--- src/rtl/icache_dm_if.sv ---
// rtl/icache_dm_if.sv - datapath fetch port and pmem line-fill port of icache_dm
//
// Purpose: bundles the fetch request/response and line-fill signals of the
//          direct-mapped instruction cache.
// Ports (members):
//   icache_read/icache_addr   fetch request, held until icache_resp
//   icache_rdata/icache_resp  fetched word and served strobe
//   pmem_read/pmem_address    line-fill request and line-aligned address
//   pmem_rdata/pmem_resp      fill line and single-cycle completion pulse
// Modports: master = datapath + memory side, slave = cache.

interface icache_dm_if #(
   parameter int S_LINE = 256
);
   logic              icache_read;
   logic [31:0]       icache_addr;
   logic [31:0]       icache_rdata;
   logic              icache_resp;
   logic              pmem_read;
   logic [31:0]       pmem_address;
   logic [S_LINE-1:0] pmem_rdata;
   logic              pmem_resp;

   modport master (
      output icache_read, icache_addr, pmem_rdata, pmem_resp,
      input  icache_rdata, icache_resp, pmem_read, pmem_address
   );

   modport slave (
      input  icache_read, icache_addr, pmem_rdata, pmem_resp,
      output icache_rdata, icache_resp, pmem_read, pmem_address
   );
endinterface

--- src/rtl/icache_dm.sv ---
// rtl/icache_dm.sv - direct-mapped read-only instruction cache with hit/miss counters
//
// Purpose: same-cycle hits; on a miss fetch one full line from pmem, install it,
//          then serve the request from the cache on the following cycle.
// Ports:
//   clk           clock, rising edge
//   rst           asynchronous active-high reset
//   bus           icache_dm_if.slave (fetch port + pmem fill port)
//   hit_count_o   cycles with icache_resp=1 (wraps)
//   miss_count_o  number of misses (IDLE->FETCH transitions, wraps)

module icache_dm #(
   parameter int S_INDEX  = 3,
   parameter int S_OFFSET = 5
) (
   input  logic        clk,
   input  logic        rst,
   icache_dm_if.slave  bus,
   output logic [31:0] hit_count_o,
   output logic [31:0] miss_count_o
);
   localparam int S_TAG  = 32 - S_INDEX - S_OFFSET;
   localparam int S_LINE = 8 * (2 ** S_OFFSET);
   localparam int S_WSEL = S_OFFSET - 2;
   localparam int N_SETS = 2 ** S_INDEX;

   localparam logic [0:0] IDLE  = 1'b0;
   localparam logic [0:0] FETCH = 1'b1;

   logic [0:0]              state_q, state_d;
   logic [N_SETS-1:0]       valid_q;
   logic [S_TAG-1:0]        tag_q  [N_SETS];
   logic [S_LINE-1:0]       data_q [N_SETS];
   // Latched {tag,index} of the line being filled.
   logic [31-S_OFFSET:0]    fill_q, fill_d;
   logic [31:0]             hit_q, hit_d;
   logic [31:0]             miss_q, miss_d;

   logic [S_TAG-1:0]        req_tag;
   logic [S_INDEX-1:0]      req_idx;
   logic [S_WSEL-1:0]       req_wsel;
   logic                    hit;
   logic                    fill_we;
   logic [S_INDEX-1:0]      fill_idx;
   logic [S_TAG-1:0]        fill_tag;
   logic                    unused_addr_bits;

   assign req_tag  = bus.icache_addr[31 -: S_TAG];
   assign req_idx  = bus.icache_addr[S_OFFSET +: S_INDEX];
   assign req_wsel = bus.icache_addr[2 +: S_WSEL];
   // Fetches are word aligned; the byte offset within the word carries no information.
   assign unused_addr_bits = ^bus.icache_addr[1:0];

   assign hit = bus.icache_read & valid_q[req_idx] & (tag_q[req_idx] == req_tag);

   assign fill_idx = fill_q[S_INDEX-1:0];
   assign fill_tag = fill_q[S_INDEX +: S_TAG];
   assign fill_we  = (state_q == FETCH) & bus.pmem_resp;

   assign bus.pmem_address = {fill_q, {S_OFFSET{1'b0}}};
   assign hit_count_o      = hit_q;
   assign miss_count_o     = miss_q;

   always_comb begin
      state_d          = state_q;
      fill_d           = fill_q;
      hit_d            = hit_q;
      miss_d           = miss_q;
      bus.icache_resp  = 1'b0;
      bus.icache_rdata = '0;
      bus.pmem_read    = 1'b0;
      case (state_q)
         IDLE: begin
            if (bus.icache_read) begin
               if (hit) begin
                  bus.icache_resp  = 1'b1;
                  bus.icache_rdata = data_q[req_idx][{req_wsel, 5'b00000} +: 32];
                  hit_d            = hit_q + 32'd1;
               end else begin
                  state_d = FETCH;
                  fill_d  = bus.icache_addr[31:S_OFFSET];
                  miss_d  = miss_q + 32'd1;
               end
            end
         end
         default: begin
            // Fill goes to the latched set even if icache_addr moved meanwhile;
            // IDLE then re-evaluates whatever address is presented.
            bus.pmem_read = 1'b1;
            if (bus.pmem_resp) begin
               state_d = IDLE;
            end
         end
      endcase
   end

   always_ff @(posedge clk or posedge rst) begin
      if (rst) begin
         state_q <= IDLE;
         valid_q <= '0;
         fill_q  <= '0;
         hit_q   <= '0;
         miss_q  <= '0;
      end else begin
         state_q <= state_d;
         fill_q  <= fill_d;
         hit_q   <= hit_d;
         miss_q  <= miss_d;
         if (fill_we) begin
            valid_q[fill_idx] <= 1'b1;
         end
      end
   end

   // Tag and data contents are qualified by valid, so they carry no reset.
   always_ff @(posedge clk) begin
      if (fill_we) begin
         tag_q[fill_idx]  <= fill_tag;
         data_q[fill_idx] <= bus.pmem_rdata;
      end
   end
endmodule
--- src/flat_wrapper.sv ---
// flat-port wrapper written by rule: the top's interface ports become plain ports
module icache_dm_flat 
#(
   parameter int S_INDEX  = 3,
   parameter int S_OFFSET = 5
)
  (clk, rst, hit_count_o, miss_count_o, bus_icache_read, bus_icache_addr, bus_pmem_rdata, bus_pmem_resp, bus_icache_rdata, bus_icache_resp, bus_pmem_read, bus_pmem_address);
  icache_dm_if bus_i ();
  input  logic clk;
  input  logic rst;
  output logic [31:0] hit_count_o;
  output logic [31:0] miss_count_o;
  input wire logic [$bits(bus_i.icache_read)-1:0] bus_icache_read;
  input wire logic [$bits(bus_i.icache_addr)-1:0] bus_icache_addr;
  input wire logic [$bits(bus_i.pmem_rdata)-1:0] bus_pmem_rdata;
  input wire logic [$bits(bus_i.pmem_resp)-1:0] bus_pmem_resp;
  output wire logic [$bits(bus_i.icache_rdata)-1:0] bus_icache_rdata;
  output wire logic [$bits(bus_i.icache_resp)-1:0] bus_icache_resp;
  output wire logic [$bits(bus_i.pmem_read)-1:0] bus_pmem_read;
  output wire logic [$bits(bus_i.pmem_address)-1:0] bus_pmem_address;
  assign bus_i.icache_read = bus_icache_read;
  assign bus_i.icache_addr = bus_icache_addr;
  assign bus_i.pmem_rdata = bus_pmem_rdata;
  assign bus_i.pmem_resp = bus_pmem_resp;
  assign bus_icache_rdata = bus_i.icache_rdata;
  assign bus_icache_resp = bus_i.icache_resp;
  assign bus_pmem_read = bus_i.pmem_read;
  assign bus_pmem_address = bus_i.pmem_address;
  icache_dm #(.S_INDEX(S_INDEX), .S_OFFSET(S_OFFSET)) u_core (.clk(clk), .rst(rst), .bus(bus_i), .hit_count_o(hit_count_o), .miss_count_o(miss_count_o));
endmodule
--- config.mk ---
export PLATFORM = sky130hd
export DESIGN_NAME = icache_dm_flat
export DESIGN_NICKNAME = d
export VERILOG_FILES = /design/src/rtl/icache_dm_if.sv /design/src/rtl/icache_dm.sv /design/src/flat_wrapper.sv
export SDC_FILE = /design/constraint.sdc
export NUM_CORES = 2
export LEC_CHECK = 0
export ABC_AREA = 1
export BUFFER_PORTS_ARGS = -buffer_cell sky130_fd_sc_hd__buf_4
export CELL_PAD_IN_SITES_DETAIL_PLACEMENT = 1
export CELL_PAD_IN_SITES_GLOBAL_PLACEMENT = 1
export CORE_ASPECT_RATIO = 1.4
export CORE_UTILIZATION = 50
export CTS_BUF_LIST = sky130_fd_sc_hd__clkbuf_8 sky130_fd_sc_hd__clkbuf_16
export DETAILED_ROUTE_END_ITERATION = 8
export PLACE_DENSITY = 0.86
export SYNTH_ARGS = -nofsm -noshare
export SYNTH_HDL_FRONTEND = slang
export SYNTH_SLANG_ARGS = --single-unit
--- constraint.sdc ---
create_clock -name clk -period 23.6 [get_ports clk]
set_input_delay 7.08 -clock clk [delete_from_list [all_inputs] [get_ports clk]]
set_output_delay 7.08 -clock clk [all_outputs]
set_load 0.02 [all_outputs]
==> summary.txt <==
LOGIC SYNTHESIS
--------------------------------------------------------------------------------
Synthesis warning total                                                        0
Most common flop cell mapped by yosys                                   edfxtp_1
Synthesized area per cell                                              12.34 µm²
Dominant cell type by area after synthesis                              edfxtp_1
Synth async-reset ratio                                                   4.274%
Top post-synthesis cells by area                                    edfxtp_1 (71%), nand2_1 (7.1%), nand3_1 (4.3%)
Top cell type's share of synthesized area                                 70.97%
Synthesized instance count                                                  7681
Total of flip-flops plus latches after synthesis                            2340
Number of enable-type register cells in the synthesized netlist             2240
Part of the Yosys area used for sequential elements                       73.61%
Post-Syn Area                                                          94780 µm²
Distinct cells, synth                                                         39

CRITICAL PATH
--------------------------------------------------------------------------------
Arrival time reported for the critical path endpoint                    12.76 ns
Crit-path cells                                                     buf_8, buf_4, buf_4, buf_4, nand2_1, nand3_1, nand3_1, nand3_1, o21ai_0, o211ai_1, nand2_1, nor2_1, buf_4
Critical path buffers and inverters                                            5
Critical-path maximum fanout                                                 109
Top cell family by delay on the critical path                       buffers and inverters
Worst EP required                                                       16.52 ns
Startpoint types                                                       input pin
Slowest cell on the critical path                                          buf_4
Worst-case reg-to-reg path depth                                               7
Max stage delay on crit path                                             0.97 ns
Cell occurring most often along the worst timing path                      buf_4
Type of destination of the critical path                              output pin
Critical path type                                                  input pin to output pin
CP Depth                                                                      13

PWR
--------------------------------------------------------------------------------
Leak pwr                                                                37.96 nW
Switching part of the total                                               24.70%
Max rail drop VDD                                                   0.00007993 V
Part of the total power dissipated in combinational logic                   8.3%
Internal power                                                        0.006850 W
Part of the total power dissipated in the clock network                    39.0%
Net switching power of the design                                     0.002247 W
Power density over cell area                                        85.17 nW/µm²
Sequential power share                                                     52.8%

STA
--------------------------------------------------------------------------------
Worst hold margin                                                      0.4662 ns
Shortest period the worst path allows                                   19.84 ns
Measured slew at the worst slew-check pin                               1.444 ns
FMAX                                                                 0.05042 GHz
Max Clock Skew                                                        0.06107 ns
Final worst slack                                                       3.765 ns
Worst slew margin relative to its limit                                   2.706%
Fin. Hold Viols                                                                0
Setup_tns                                                                   0 ns
Share of the clock period used by the worst path after layout             84.05%
Final-report setup violation count                                             0
Unrepaired setup endpoints after global routing                               no
Max-slew violation count                                                       0

CELLS AND AREA
--------------------------------------------------------------------------------
Number of fill cells                                                      18.59k
Combined area of the multi-input logic cells                           21980 µm²
Area grow syn2layout                                                      12.69%
Area used by sequential logic in the layout                            69770 µm²
Number of nets in the final layout                                          8180
Layout cells sized above 1                                                10.41%
Final core utilization                                                    56.83%
Fin cells                                                                 10.57k

PLACEMENT
--------------------------------------------------------------------------------
Count of placed standard cells including taps                             10.13k
DP HPWL                                                                 175.6 mm
Final Wtd Congestion                                                      0.8549
# port buffers                                                               414
Setup Slack @ Placement                                                 4.224 ns

GLOBAL ROUTING
--------------------------------------------------------------------------------
Vias in the first global route                                            71.88k
Number of antenna violations at the first check in global routing             86
Overflow left after global routing                                             0
GRT Resource Usage Total                                                  32.66%
Maximum number of pins on one net before global-route repair                 269
First-pass GRT wire length                                              462.5 mm

ROUTE
--------------------------------------------------------------------------------
Met3 wire length                                                        34.58 mm
Number of vias after detailed routing                                     68.34k
Mean routed wirelength per cell                                         30.65 µm
DRC violation total after the first TritonRoute iteration                   8608
Top routing layer in use                                                    met5
WL met2                                                                 156.3 mm
Count of antenna-violating nets left after detailed routing                    0
DRC violations left                                                            2
Total detailed-routing wirelength                                       324.1 mm
Initial DRT Pass Iterations                                                    8
Metal1 wirelength                                                       112.9 mm
Detail-routed via count per cell                                           6.464

RUN STATUS
--------------------------------------------------------------------------------
Status                                                              finished, violations left
Failing checks                                                      design-rule violations

CTS
--------------------------------------------------------------------------------
Buffer count from post-CTS setup fixing                                        0
TritonCTS clock tree                                                         yes
H-Tree Level Count                                                             4
Number of gates given a new drive strength after cts                           0
Clock latency on the worst-skew pair                                     0.89 ns
Clk pin slew, worst setup/hold paths                                     0.06 ns
Cts hold-fix bufs                                                              0
Clock root buffer master                                               clkbuf_16
Number of clock buffers inserted by TritonCTS                                221
CTS Buffer Depth                                                               4
TritonCTS sink count                                                        2340

MIN PATH
--------------------------------------------------------------------------------
Hold WC Path Type                                                   flop to flop
Depth of the worst hold-timing path                                            2

DIE
--------------------------------------------------------------------------------
Number of top-level pins                                                     422
Die area                                                              191300 µm²
Core region area                                                      187900 µm²
Vertical die dimension                                                  517.2 µm
Cell Rows                                                                    188
Die span in x                                                           370.0 µm
Initial Util                                                              50.43%

JOB
--------------------------------------------------------------------------------
Maxcap violations                                                              0

cells in the mapped netlist, types with 4 or more instances:
cell type and instances:
a21oi_1 363, a221o_1 60, a221oi_1 55, a22o_1 43, a32o_1 45, buf_1 74, buf_2 162, buf_4 10
buf_6 7, clkbuf_1 275, dfrtp_1 100, edfxtp_1 2240, inv_1 218, nand2_1 1803, nand3_1 821, nand3b_1 16
nand4_1 102, nor2_1 501, nor3_1 18, nor4_1 8, o211ai_1 79, o21ai_0 453, o221ai_1 64, o22ai_1 107
o31ai_1 4, or2_2 4, xnor2_1 10, xor2_1 20
cells in the final DEF (no fill, tap or decap), drive strengths merged, types with 44 or more instances in the layout:
master	Yosys	routed
dfrtp	100	100
o22ai	107	107
o21ai	456	456
a221o	60	60
edfxtp	2240	2240
o221ai	64	64
buf	253	506
a221oi	55	55
a32o	45	45
inv	222	274
clkbuf	275	223
a21oi	363	363
nor2	504	504
diode	0	44
nand2	1804	1804
o211ai	79	79
nand4	102	102
clkinv	0	87
nand3	823	823
kinds of logic (layout without fill, tap and decap cells):
kind of cell | count (synthesis) | after routing | share of synthesized area (%)
flops | 2340 | 2340 | 73.61
fa+ha+maj | 2 | 2 | 0.02640
compound gates | 1277 | 1277 | 8.301
simple gates | 3281 | 3281 | 14.50
xor+xnor | 30 | 30 | 0.2772
buf+inv | 750 | 1124 | 3.282
other cells | 1 | 49 | 0.003957
worst paths after layout:
| kind | start | to | slack (ns) |
|---|---|---|---|
| max in group asynchronous | rst | u_core.miss_count_o[25]$_DFFE_PP0P_ | 16.06 |
| setup / recovery | bus_icache_addr[5] | bus_icache_rdata[5] | 3.76 |
| setup reg to reg | u_core.state_q$_DFF_PP0_ | u_core.data_q[0][158]$_DFFE_PP_ | 19.02 |
| min in group asynchronous | rst | u_core.fill_q[3]$_DFFE_PP0P_ | 6.28 |
| hold / removal | u_core.valid_q[0]$_DFFE_PP0P_ | u_core.valid_q[0]$_DFFE_PP0P_ | 0.47 |
| hold reg to reg | u_core.valid_q[0]$_DFFE_PP0P_ | u_core.valid_q[0]$_DFFE_PP0P_ | 0.47 |
sequential cells by signal, summed over array words and instances (netlist names):
name and count:
u_core.data_q 2048, u_core.tag_q 192, u_core.hit_count_o 32, u_core.miss_count_o 32, u_core.fill_q 27, u_core.valid_q 8
u_core.state_q 1
routing by layer:
metal  track usage, %  vias up
li1                 -    28351
met1            38.18    34501
met2            54.00     4419
met3            8.763      993
met4            19.31       80
met5                0        -
tightest hold or removal path, cell delays in order (launching register included):
cell and delay, ns:
dfrtp_1 0.32, inv_1 0.05, o21ai_0 0.06
power groups by stage:
stage	Sequential (W)	Combinational, W	Clock, W
final	0.00480	0.000752	0.00354
after global routing	0.00481	0.000790	0.00368
after CTS	0.00480	0.000736	0.00354
after detailed placement	0.00488	0.000718	0
after global placement	0.00486	0.000673	0
after floorplan	0.00493	0.000374	0
through the flow:
stage                     area, µm²  power [W]
after floorplan               94790   0.005305
after global placement        99710   0.005536
after detailed placement      99710   0.005598
after CTS                    106700   0.009073
after global routing         106800   0.009276
final                        106800   0.009096
layout make-up:
class                      count  share of cell area [%]
timing repair buffer         506                   3.745
sequential                  2340                   65.32
inverter                     222                  0.8224
tap                         2470                   2.894
antenna                       44                  0.1031
clock buffer                 223                   5.225
clock inverter               173                   1.312
multi-input combinational   4595                   20.58
Power figures use the tool's default switching activity.
